--- config.mk ---
export PLATFORM = sky130hd
export DESIGN_NAME = chess_board_engine
export DESIGN_NICKNAME = d
export VERILOG_FILES = /design/src/rtl/chess_pkg.sv /design/src/rtl/move_history.sv /design/src/rtl/chess_board_engine.sv
export SDC_FILE = /design/constraint.sdc
export NUM_CORES = 2
export LEC_CHECK = 0
export ABC_AREA = 1
export BUFFER_PORTS_ARGS = -buffer_cell sky130_fd_sc_hd__buf_2
export CAP_MARGIN = 5
export CELL_PAD_IN_SITES_DETAIL_PLACEMENT = 1
export CELL_PAD_IN_SITES_GLOBAL_PLACEMENT = 1
export CORE_ASPECT_RATIO = 1.2
export CORE_MARGIN = 4
export CORE_UTILIZATION = 40
export DETAILED_ROUTE_END_ITERATION = 10
export PLACE_DENSITY = 0.74
export SETUP_SLACK_MARGIN = 0.1
export SYNTH_ARGS = -nofsm -noshare
export SYNTH_HDL_FRONTEND = slang
export SYNTH_SLANG_ARGS = --single-unit
--- constraint.sdc ---
create_clock -name clk -period 22.7 [get_ports clk]
set_input_delay 1.135 -clock clk [delete_from_list [all_inputs] [get_ports clk]]
set_output_delay 1.135 -clock clk [all_outputs]
set_load 0.01 [all_outputs]
--- src/rtl/chess_pkg.sv ---
// Shared types and constants for the chess board engine.
package chess_pkg;

    // Piece codes: 0 empty, 1-6 white, 7-C black, D move hint.
    localparam logic [3:0] PC_EMPTY    = 4'h0;
    localparam logic [3:0] PC_W_PAWN   = 4'h1;
    localparam logic [3:0] PC_W_KNIGHT = 4'h2;
    localparam logic [3:0] PC_W_BISHOP = 4'h3;
    localparam logic [3:0] PC_W_ROOK   = 4'h4;
    localparam logic [3:0] PC_W_QUEEN  = 4'h5;
    localparam logic [3:0] PC_W_KING   = 4'h6;
    localparam logic [3:0] PC_B_PAWN   = 4'h7;
    localparam logic [3:0] PC_B_KNIGHT = 4'h8;
    localparam logic [3:0] PC_B_BISHOP = 4'h9;
    localparam logic [3:0] PC_B_ROOK   = 4'hA;
    localparam logic [3:0] PC_B_QUEEN  = 4'hB;
    localparam logic [3:0] PC_B_KING   = 4'hC;
    localparam logic [3:0] PC_HINT     = 4'hD;

    typedef enum logic [1:0] {
        S_IDLE,
        S_HELD,
        S_UNDO
    } state_t;

    // History fields are sized for the largest supported board (POS_W < 16,
    // CODE_W < 8); the engine zero-extends on push and truncates on pop.
    localparam int unsigned HIST_POS_W  = 16;
    localparam int unsigned HIST_CODE_W = 8;

    typedef struct packed {
        logic [HIST_POS_W-1:0]  from;
        logic [HIST_POS_W-1:0]  to;
        logic [HIST_CODE_W-1:0] piece;
        logic [HIST_CODE_W-1:0] captured;
    } hist_entry_t;

    // Standard start position; row 0 is black's back rank.
    localparam logic [3:0] INIT_BOARD [8][8] = '{
        '{PC_B_ROOK, PC_B_KNIGHT, PC_B_BISHOP, PC_B_QUEEN, PC_B_KING, PC_B_BISHOP, PC_B_KNIGHT, PC_B_ROOK},
        '{PC_B_PAWN, PC_B_PAWN, PC_B_PAWN, PC_B_PAWN, PC_B_PAWN, PC_B_PAWN, PC_B_PAWN, PC_B_PAWN},
        '{PC_EMPTY, PC_EMPTY, PC_EMPTY, PC_EMPTY, PC_EMPTY, PC_EMPTY, PC_EMPTY, PC_EMPTY},
        '{PC_EMPTY, PC_EMPTY, PC_EMPTY, PC_EMPTY, PC_EMPTY, PC_EMPTY, PC_EMPTY, PC_EMPTY},
        '{PC_EMPTY, PC_EMPTY, PC_EMPTY, PC_EMPTY, PC_EMPTY, PC_EMPTY, PC_EMPTY, PC_EMPTY},
        '{PC_EMPTY, PC_EMPTY, PC_EMPTY, PC_EMPTY, PC_EMPTY, PC_EMPTY, PC_EMPTY, PC_EMPTY},
        '{PC_W_PAWN, PC_W_PAWN, PC_W_PAWN, PC_W_PAWN, PC_W_PAWN, PC_W_PAWN, PC_W_PAWN, PC_W_PAWN},
        '{PC_W_ROOK, PC_W_KNIGHT, PC_W_BISHOP, PC_W_QUEEN, PC_W_KING, PC_W_BISHOP, PC_W_KNIGHT, PC_W_ROOK}
    };

endpackage

--- src/rtl/move_history.sv ---
// Circular LIFO of committed moves; a push into a full buffer overwrites the
// oldest entry and the count saturates at DEPTH.
module move_history #(
    parameter  int unsigned DEPTH = 16,
    parameter  int unsigned WIDTH = 48,
    localparam int unsigned AW    = $clog2(DEPTH),
    localparam int unsigned CNT_W = AW + 1
) (
    input  logic             clk,
    input  logic             rst,
    input  logic             push,
    input  logic             pop,
    input  logic [WIDTH-1:0] push_data,
    output logic [WIDTH-1:0] top_data,
    output logic [CNT_W-1:0] count
);

    logic [WIDTH-1:0] mem [DEPTH];
    logic [AW-1:0]    wr_ptr;
    logic [AW-1:0]    top_ptr;

    assign top_ptr  = wr_ptr - AW'(1);
    assign top_data = mem[top_ptr];

    // Pointer and occupancy; pop on an empty history is ignored.
    always_ff @(posedge clk or posedge rst) begin
        if (rst) begin
            wr_ptr <= '0;
            count  <= '0;
        end else if (push) begin
            wr_ptr <= wr_ptr + AW'(1);
            if (count != CNT_W'(DEPTH))
                count <= count + CNT_W'(1);
        end else if (pop && count != '0) begin
            wr_ptr <= wr_ptr - AW'(1);
            count  <= count - CNT_W'(1);
        end
    end

    // Entry storage; stale contents are unreachable once count is cleared.
    always_ff @(posedge clk) begin
        if (push)
            mem[wr_ptr] <= push_data;
    end

endmodule

--- src/rtl/chess_board_engine.sv ---
// Board store with pick/place/cancel/undo state machine and draw read port.
module chess_board_engine
    import chess_pkg::*;
#(
    parameter  int unsigned         ROWS       = 8,
    parameter  int unsigned         COLS       = 8,
    parameter  int unsigned         CODE_W     = 4,
    parameter  logic [CODE_W-1:0]   HINT_CODE  = CODE_W'(PC_HINT),
    parameter  int unsigned         HIST_DEPTH = 16,
    localparam int unsigned         RW         = $clog2(ROWS),
    localparam int unsigned         CW         = $clog2(COLS),
    localparam int unsigned         POS_W      = RW + CW,
    localparam int unsigned         HCNT_W     = $clog2(HIST_DEPTH) + 1
) (
    input  logic                   clk,
    input  logic                   rst,
    input  logic [POS_W-1:0]       figure_xy,
    input  logic [POS_W-1:0]       figure_position,
    input  logic                   pick_piece,
    input  logic                   place_piece,
    input  logic                   cancel,
    input  logic                   undo,
    input  logic [ROWS*COLS-1:0]   possible_moves,
    output logic [CODE_W-1:0]      board [ROWS][COLS],
    output logic [CODE_W-1:0]      figure_code,
    output logic [CODE_W-1:0]      figure_taken,
    output logic [POS_W-1:0]       pp_pos,
    output logic                   holding,
    output logic                   move_done,
    output logic [CODE_W-1:0]      captured,
    output logic [HCNT_W-1:0]      hist_count
);

    state_t state;

    logic [RW-1:0]     pos_r, xy_r, pp_r, from_r, to_r;
    logic [CW-1:0]     pos_c, xy_c, pp_c, from_c, to_c;
    logic [CODE_W-1:0] pos_code, xy_code;
    logic              pos_legal;
    logic              is_cancel, is_commit;
    hist_entry_t       push_e, top_e;
    logic              hist_push, hist_pop;
    logic              hist_pad_unused;

    assign pos_r    = figure_position[POS_W-1:CW];
    assign pos_c    = figure_position[CW-1:0];
    assign xy_r     = figure_xy[POS_W-1:CW];
    assign xy_c     = figure_xy[CW-1:0];
    assign pp_r     = pp_pos[POS_W-1:CW];
    assign pp_c     = pp_pos[CW-1:0];
    assign pos_code = board[pos_r][pos_c];
    assign xy_code  = board[xy_r][xy_c];

    // Square index row*COLS+col equals the {row, col} concatenation.
    assign pos_legal = possible_moves[figure_position];

    // Placing back on the origin behaves exactly like cancel.
    assign is_cancel = (state == S_HELD) &&
                       (cancel || (place_piece && figure_position == pp_pos));
    assign is_commit = (state == S_HELD) && !is_cancel && place_piece && pos_legal;

    assign hist_push = is_commit;
    assign hist_pop  = (state == S_UNDO);

    assign push_e.from     = HIST_POS_W'(pp_pos);
    assign push_e.to       = HIST_POS_W'(figure_position);
    assign push_e.piece    = HIST_CODE_W'(figure_taken);
    assign push_e.captured = HIST_CODE_W'(pos_code);

    assign from_r = top_e.from[POS_W-1:CW];
    assign from_c = top_e.from[CW-1:0];
    assign to_r   = top_e.to[POS_W-1:CW];
    assign to_c   = top_e.to[CW-1:0];

    assign hist_pad_unused = ^{top_e.from[HIST_POS_W-1:POS_W], top_e.to[HIST_POS_W-1:POS_W],
                               top_e.piece[HIST_CODE_W-1:CODE_W],
                               top_e.captured[HIST_CODE_W-1:CODE_W]};

    function automatic logic [CODE_W-1:0] init_square(input int unsigned r, input int unsigned c);
        if (ROWS == 8 && COLS == 8)
            return CODE_W'(INIT_BOARD[r[2:0]][c[2:0]]);
        return '0;
    endfunction

    move_history #(
        .DEPTH (HIST_DEPTH),
        .WIDTH ($bits(hist_entry_t))
    ) u_history (
        .clk       (clk),
        .rst       (rst),
        .push      (hist_push),
        .pop       (hist_pop),
        .push_data (push_e),
        .top_data  (top_e),
        .count     (hist_count)
    );

    // Board store, pick/place/undo state machine and registered outputs.
    always_ff @(posedge clk or posedge rst) begin
        if (rst) begin
            state        <= S_IDLE;
            figure_code  <= '0;
            figure_taken <= '0;
            pp_pos       <= '0;
            holding      <= 1'b0;
            move_done    <= 1'b0;
            captured     <= '0;
            for (int unsigned r = 0; r < ROWS; r++)
                for (int unsigned c = 0; c < COLS; c++)
                    board[r][c] <= init_square(r, c);
        end else begin
            move_done   <= 1'b0;
            figure_code <= (xy_code == '0 && possible_moves[figure_xy]) ? HINT_CODE : xy_code;
            case (state)
                S_IDLE: begin
                    if (pick_piece) begin
                        if (pos_code != '0) begin
                            figure_taken        <= pos_code;
                            pp_pos              <= figure_position;
                            board[pos_r][pos_c] <= '0;
                            holding             <= 1'b1;
                            state               <= S_HELD;
                        end
                    end else if (undo && hist_count != '0) begin
                        state <= S_UNDO;
                    end
                end
                S_HELD: begin
                    if (is_cancel) begin
                        board[pp_r][pp_c] <= figure_taken;
                        holding           <= 1'b0;
                        state             <= S_IDLE;
                    end else if (is_commit) begin
                        board[pos_r][pos_c] <= figure_taken;
                        captured            <= pos_code;
                        move_done           <= 1'b1;
                        holding             <= 1'b0;
                        state               <= S_IDLE;
                    end
                end
                S_UNDO: begin
                    board[from_r][from_c] <= CODE_W'(top_e.piece);
                    board[to_r][to_c]     <= CODE_W'(top_e.captured);
                    state                 <= S_IDLE;
                end
                default: state <= S_IDLE;
            endcase
        end
    end

endmodule

## Word-level counts from Yosys, hierarchy flattened

Memories as Yosys holds them, arrays and structs flattened.
Index checks and enable logic that the tools add are counted.

| storage, ports and cells | value |
|---|---|
| register bits after elaboration | 287 |
| bits in writable memories | 320 |
| input port bits | 82 |
| output and inout port bits | 281 |
| logic and storage cells | 214 |
| memories kept | 1 |

Memory list:

| name | depth | bits a word | rd ports | clocked after Yosys merged registers in | wr ports | line | RTL |
|---|---|---|---|---|---|---|---|
| u_history.mem | 16 | 20 | 1 | 0 | 1 | move_history.sv:18 | `logic [WIDTH-1:0] mem [DEPTH];` |

| cells by class | value |
|---|---|
| add/subtract/negate cells | 4 |
| order comparisons | 20 |
| equal/unequal tests | 10 |
| mux-type cells | 62 |
| bitwise operators | 13 |
| reduce and logical (&&, ||, !) cells | 31 |

Operators by type and width:

| cell | count |
|---|---|
| 256-bit bitwise mux | 4 |
| 256-bit 2-to-1 mux | 4 |
| 256-bit case mux with 3 select lines | 1 |
| 32-bit demux with 3-bit select | 4 |
| 256-bit bitwise AND | 1 |
| 32-bit 2-to-1 mux | 8 |
| 256-bit inverter | 1 |
| 32-bit binary-select mux with 3-bit select | 2 |
| 4-bit demux with 3-bit select | 4 |
| 4-bit 2-to-1 mux | 11 |
| 4-bit >= comparator, second input constant | 10 |
| 3-bit inverter with 4-bit output | 10 |
| 4-bit by 1-bit less-than comparator with 1-bit output, second input constant | 8 |
| 4-bit binary-select mux with 3-bit select | 2 |
| 1-bit logical AND | 16 |
| 5-bit 2-to-1 mux | 3 |
| 6-bit by 7-bit less-than comparator with 1-bit output, second input constant | 2 |
| 1-bit binary-select mux with 6-bit select | 2 |
| 1-bit 2-to-1 mux | 10 |
| 2-bit 2-to-1 mux | 5 |
| 3-bit inequality test, second input constant | 3 |
| 3-bit AND reduction | 3 |
| 4-bit AND reduction | 2 |
| 6-bit == test | 1 |
| other kinds (21) | 23 |

## Longest topological paths before layout

| logic depth | value |
|---|---|
| depth after elaboration | 12 |
| gate-level depth with buffers | 25 |
| depth with buffers taken out | 18 |

## Modules after synthesis

From an unflattened synthesis, not the netlist that was laid out.

| unflattened totals | value |
|---|---|
| cell total of the unflattened synthesis | 10337 |
| area, all modules | 70796.6 um^2 |

Modules (own cells, without submodules):

| module | instances | cells each | area an instance (um^2) | sequential area each (um^2) |
|---|---|---|---|---|
| chess_board_engine | 1 | 7123 | 37387.1 | 7030.5 |
| move_history | 1 | 3214 | 33409.5 | 23287.3 |

## Least setup slack after synthesis

Ideal clock, no wire load.

| timing | value |
|---|---|
| kind | input to register |
| from | input figure_position[4] |
| to | memory u_history.mem[11][0] (netlist name), enable pin |
| library setup time | 0.397 ns |
| arrival time | 3.474 ns |
| data required time | 22.303 ns |
| setup slack | 18.830 ns |
| stages | 13 |
| path buffers | 4 |
| path through | buf_2 -> inv_1 -> buf_2 -> buf_2 -> nor3_2 -> nand2_1 -> nand2_1 -> nor2_1 -> nand3_1 -> buf_2 -> nor2_1 -> inv_1 -> nor2_1 |

| on the way | value |
|---|---|
| cells in the longest elaborated chain, start to end | 10 |
| elaborated cells on any way between the ends | 12 |
| classes of those cells | eq/ne: 1; mux: 4; reduce/logical: 7 |

Ends and longest elaborated chain:

| what | line | RTL |
|---|---|---|
| start: declaration | chess_board_engine.sv:18 | `input logic [POS_W-1:0] figure_position,` |
| parallel branches: the longest is 7 deep, another holds 1-bit binary-select mux with 6-bit select | n/a |  |
| 1-bit logical AND (*) | chess_board_engine.sv:60 | `assign is_commit = (state == S_HELD) && !is_cancel && place_piece && pos_legal;` |
| 1-bit 2-to-1 mux (*) | move_history.sv:42 | `if (push)` |
| 1-bit 2-to-1 mux (implied by the code) (*) | move_history.sv:43 | `mem[wr_ptr] <= push_data;` |
| end: declaration | move_history.sv:18 |  |

Mark *: on every way between the ends. The select of a mux whose other input is x is not followed.

## Worst setup path after layout

| timing | value |
|---|---|
| from | input figure_position[3] |
| to | register board[139] (netlist name) |

| on the way | value |
|---|---|
| cells in the longest elaborated chain, start to end | 10 |
| elaborated cells on any way between the ends | 34 |
| classes of those cells | order compare: 2; eq/ne: 3; mux: 16; bitwise: 3; reduce/logical: 10 |

Ends and longest elaborated chain:

| what | line | RTL |
|---|---|---|
| 3-bit inverter with 4-bit output (implied by the code) or 6-bit == test (tied branches) | n/a |  |
| 32-bit binary-select mux with 3-bit select, or another cell as far along | chess_board_engine.sv:51 | `assign pos_code = board[pos_r][pos_c];` |
| 32-bit 2-to-1 mux (implied by the code), or another cell as far along (2 in a row) | chess_board_engine.sv:51 |  |
| 4-bit binary-select mux with 3-bit select, or another cell as far along | chess_board_engine.sv:51 |  |
| 4-bit 2-to-1 mux (implied by the code), or another cell as far along (2 in a row) | chess_board_engine.sv:51 |  |
| 4-bit nonzero test, or another cell as far along | chess_board_engine.sv:117 | `if (pos_code != '0) begin` |
| 2-bit inequality test (no line), or another cell as far along | n/a |  |
| 4-bit AND reduction (no line) or 256-bit case mux with 3 select lines (tied branches) | n/a |  |
| end signal: indexed assignment | chess_board_engine.sv:110 | `board[r][c] <= init_square(r, c);` |
| end signal: indexed assignment | chess_board_engine.sv:130 | `board[pp_r][pp_c] <= figure_taken;` |
| end signal: indexed assignment | chess_board_engine.sv:134 | `board[pos_r][pos_c] <= figure_taken;` |
| end: declaration | chess_board_engine.sv:24 | `output logic [CODE_W-1:0] board [ROWS][COLS],` |

Parallel ways exist; a longest one is shown, timed or not. The select of a mux whose other input is x is not followed.
A chain may end at the register's enable or synchronous reset.

==> flow_results.org <==
** Run status
- The run finished, with violations left.
- The final reports fail on max-capacitance violations, max-slew violations.

** Setup path
- The worst setup path is launched from an input pin.
- The startpoint identified for the worst register-to-register timing path is u_history.wr_ptr[0]$_DFFE_PP0P_.
- Minimum setup slack among reg-to-reg paths :: 16.39 ns
- The cell that appears most often on the critical path is nand2_1.
- The worst setup path is of the in -> reg kind.
- Critical path peak fanout :: 184
- Worst EP arrival :: 7.13 ns
- STA puts the critical path data required time at 23.29 ns.
- The worst register-to-register path ends at board[233]$_DFFE_PP0P_.
- CP Capture Type :: flop
- The largest single stage delay on the critical path is 1.34 ns.
- Series of cell instances along the critical path :: clkbuf_8, buf_4, inv_2, nor3_2, nand2_1, nand2_1, nor2_1, nand3_1, buf_4, a21oi_2, nand3_4, buf_12, nor2_1, nand2_1, nand2_1
- For this design, the slowest cell found on the critical path is nor3_2.
- For the worst flop-to-flop path, the logic depth is 19.

** STA
- Setup violations remaining at the end of the flow were counted as 0.
- Hold violation count in the final report :: 0
- Minimum clock period :: 6.54 ns
- The number of max-slew violations in the final report was 10.
- Transition time at the pin with the least slew margin :: 1.58 ns
- Part of the cycle the worst path needs :: 28.8%
- After routing, the total negative slack on setup checks comes to 0 ns.
- The clock arrives with 0.0595 ns of skew.
- Based on the critical path, the design can be clocked at up to 153 MHz.
- Headroom to the max-slew limit came out at -5.78%.
- RSZ-0062 raised after global routing :: no

** Yosys
- After synthesis, the share of flip-flops with an asynchronous set or reset is 47.3%.
- After synthesis the cells add up to 51400 µm².
- Number of register bits inferred by synthesis :: 607
- Count of yosys warnings during synthesis :: 0
- Sequential cells were found to cover 32.8% of the synthesized design area.
- Counting flops with a built-in enable in the synthesized netlist gives 320.
- Yosys mapped the design onto 46 distinct sky130hd cell types.
- Post-synthesis average cell area :: 6.04 µm²
- Number of cells produced by synthesis :: 8496
- In the synthesized netlist the dominant register cell turns out to be edfxtp_1.
- The number of nets handed over by synthesis was 8590.

** Route
- Routed via count :: 64.5k
- Average vias per placed instance :: 6.32
- The count of nets left with antenna violations once routing finished came out at 0.
- After the first detailed-routing iteration, the DRC count stood at 7554.
- In the routed design, unresolved DRC markers number 0.
- WL final :: 302000 µm
- The pre-antenna-repair detailed-routing pass consisted of 6 iterations.
- Wire length per cell after detailed routing :: 29.6 µm

** Floorplan
- Starting utilization of the core area :: 40.4%
- The floorplan step set the die width to 335 µm.
- Core Box Area :: 127000 µm²
- During I/O placement, the number of pins put on the boundary was 363.
- After floorplanning, the core was divided into 143 placement rows.
- The die covers 134000 µm².
- Die Height :: 401 µm

** GRT
- Entering global routing, the biggest net connects 185 pins.
- The first global-routing pass estimated 434000 µm of wire.
- Number of antenna violations at the first check in global routing :: 14
- Tot GR Track Use :: 43.3%
- The number of global-route vias before repair came to 62.7k.
- Overflow left after global routing :: 0

** CTS
- Buffers inserted to repair hold after CTS numbered 0.
- Clock tree from TritonCTS :: built
- The root buffer cell chosen for the clock tree is clkbuf_16.
- Clock-pin slew was measured on the worst setup and hold paths at 0.07 ns.
- Clock buffers created by TritonCTS :: 73
- Number of clock sinks seen by CTS :: 607
- After clock tree synthesis, the setup repair step added 0 buffers.
- The H-tree generated during clock tree synthesis spans 3 levels.
- The clock passes through at most 3 buffers.
- Clk Latency, worst-skew pair :: 0.73 ns
- Resized cells post-CTS :: 0

** Worst hold path
- The worst hold path passes through 2 cells.
- For hold timing, the worst endpoint is captured[0]$_DFFE_PP0P_.
- Tightest Hold Check Type :: reg -> reg
- In this run the most critical hold path is launched from captured[0]$_DFFE_PP0P_.

** Cells and area
- In the layout the commonest cells are nand2_1 (3344), nand3_1 (897), o21ai_0 (796).
- Nets@finish :: 8572
- Synth-to-Final Area Change :: 10.2%
- Most frequent standard cell in the layout excluding fill and tap cells :: nand2_1
- Share of layout cells above drive strength 1 :: 10.3%

** Placed design
- Detailed placer's ending HPWL :: 201000 µm
- Number of buffers added on ports :: 362
- Last weighted congestion value of the routability-driven placer :: 1.05

** Job
- Count of maximum capacitance violations :: 1
==> critical path: cells and delay by family <==
family	cells	cell delay, ns
AND/OR/NAND/NOR	9	2.55
AO/OA/AOI/OAI	1	0.15
buffers and inverters	5	2.47
==> cell type report <==
class	count	area (µm²)
diodes	6	15.0
multi-input cells	6785	30300
well taps	1667	2090
inverters	515	1970
repair buffers	496	2850
clock buffers	104	2120
fillers	17300	70400
clock inverters	31	429
flip-flops and latches	607	16900
==> metrics by stage <==
stage | setup WS, ns | util [%] | hold slack [ns] | instances | cell area (µm²)
after floorplan | 13.74 | - | 0.485 | 8496 | 51400
after global placement | 15.94 | 42.5 | 0.466 | 10100 | 54000
after detailed placement | 15.86 | 42.5 | 0.467 | 10100 | 54000
after CTS | 16.56 | 44.5 | 0.489 | 10200 | 56600
after global routing | 15.96 | 44.5 | 0.521 | 10200 | 56600
final | 16.16 | 44.5 | 0.483 | 10200 | 56600
==> worst max-delay path by stage <==
stage / start / slack, ns / end / depth (start not counted)
4_1_cts: figure_position[3] / 16.56 / board[171]$_DFFE_PP0P_ / 19
6_report: figure_position[3] / 16.16 / board[139]$_DFFE_PP0P_ / 15
2_1_floorplan: rst / 13.74 / board[0]$_DFFE_PP0P_ / 1
5_1_grt: figure_position[3] / 15.96 / board[98]$_DFFE_PP0P_ / 18
3_3_place_gp: figure_position[3] / 15.94 / board[28]$_DFFE_PP0P_ / 21
3_5_place_dp: figure_position[3] / 15.86 / board[171]$_DFFE_PP0P_ / 19
==> synth_stat cells, types with 2 or more instances <==
cell type	instances	area share, %
nand2_1	3349	24
nand3_1	897	8.7
o21ai_0	796	7.8
nor2_1	669	4.9
a21oi_1	658	6.4
inv_1	436	3.2
clkbuf_1	320	2.3
edfxtp_1	320	19
dfrtp_1	228	11
buf_2	193	1.9
a211oi_1	155	2.3
inv_2	66	0.48
dfstp_2	59	3.0
buf_4	44	0.64
nor2_2	38	0.46
buf_1	32	0.23
o211ai_1	32	0.47
nor3_1	29	0.28
o22ai_1	29	0.35
o21ai_1	28	0.27
nand2_2	14	0.17
clkinv_1	13	0.095
mux2i_1	13	0.25
ha_1	11	0.27
a22oi_1	9	0.13
nand3_2	9	0.18
nor3_2	8	0.16
o21bai_1	5	0.073
xnor2_1	5	0.085
xor2_1	5	0.085
nand3_4	3	0.10
nand4_1	3	0.037
nor2_4	3	0.066
a221oi_1	2	0.034
nor4_1	2	0.024
o21a_1	2	0.029
o21ai_2	2	0.034
==> metal layers <==
layer | up-vias | GRT usage, % | routed length [µm]
li1 | 27900 | - | -
met1 | 31300 | 52.0 | 110000
met2 | 3971 | 66.0 | 130000
met3 | 1343 | 10.3 | 32300
met4 | 10 | 35.0 | 30100
met5 | - | 0.397 | 127
==> cell families after synthesis <==
family                     count (synthesis)  share of synthesized area, %
DFF                                      607                          32.8
adders and majority gates                 12                         0.307
buffers and inverters                   1104                          8.86
and+or+nand+nor                         5026                          39.6
AOI/OAI and AO/OA                       1722                          17.9
xor gates and xnor gates                  12                         0.234
muxes                                     13                         0.253
==> sequential cells by signal, summed over array words and instances (netlist names) <==
| name | flops |
|---|---|
| captured | 4 |
| u_history.wr_ptr | 4 |
| state | 2 |
| holding | 1 |
| figure_taken | 4 |
| u_history.count | 5 |
| u_history.mem | 320 |
| figure_code | 4 |
| move_done | 1 |
| board | 256 |
| pp_pos | 6 |
Power is not shown: default switching activity piles up to over one toggle a cycle in this logic, so the estimate is an artifact.
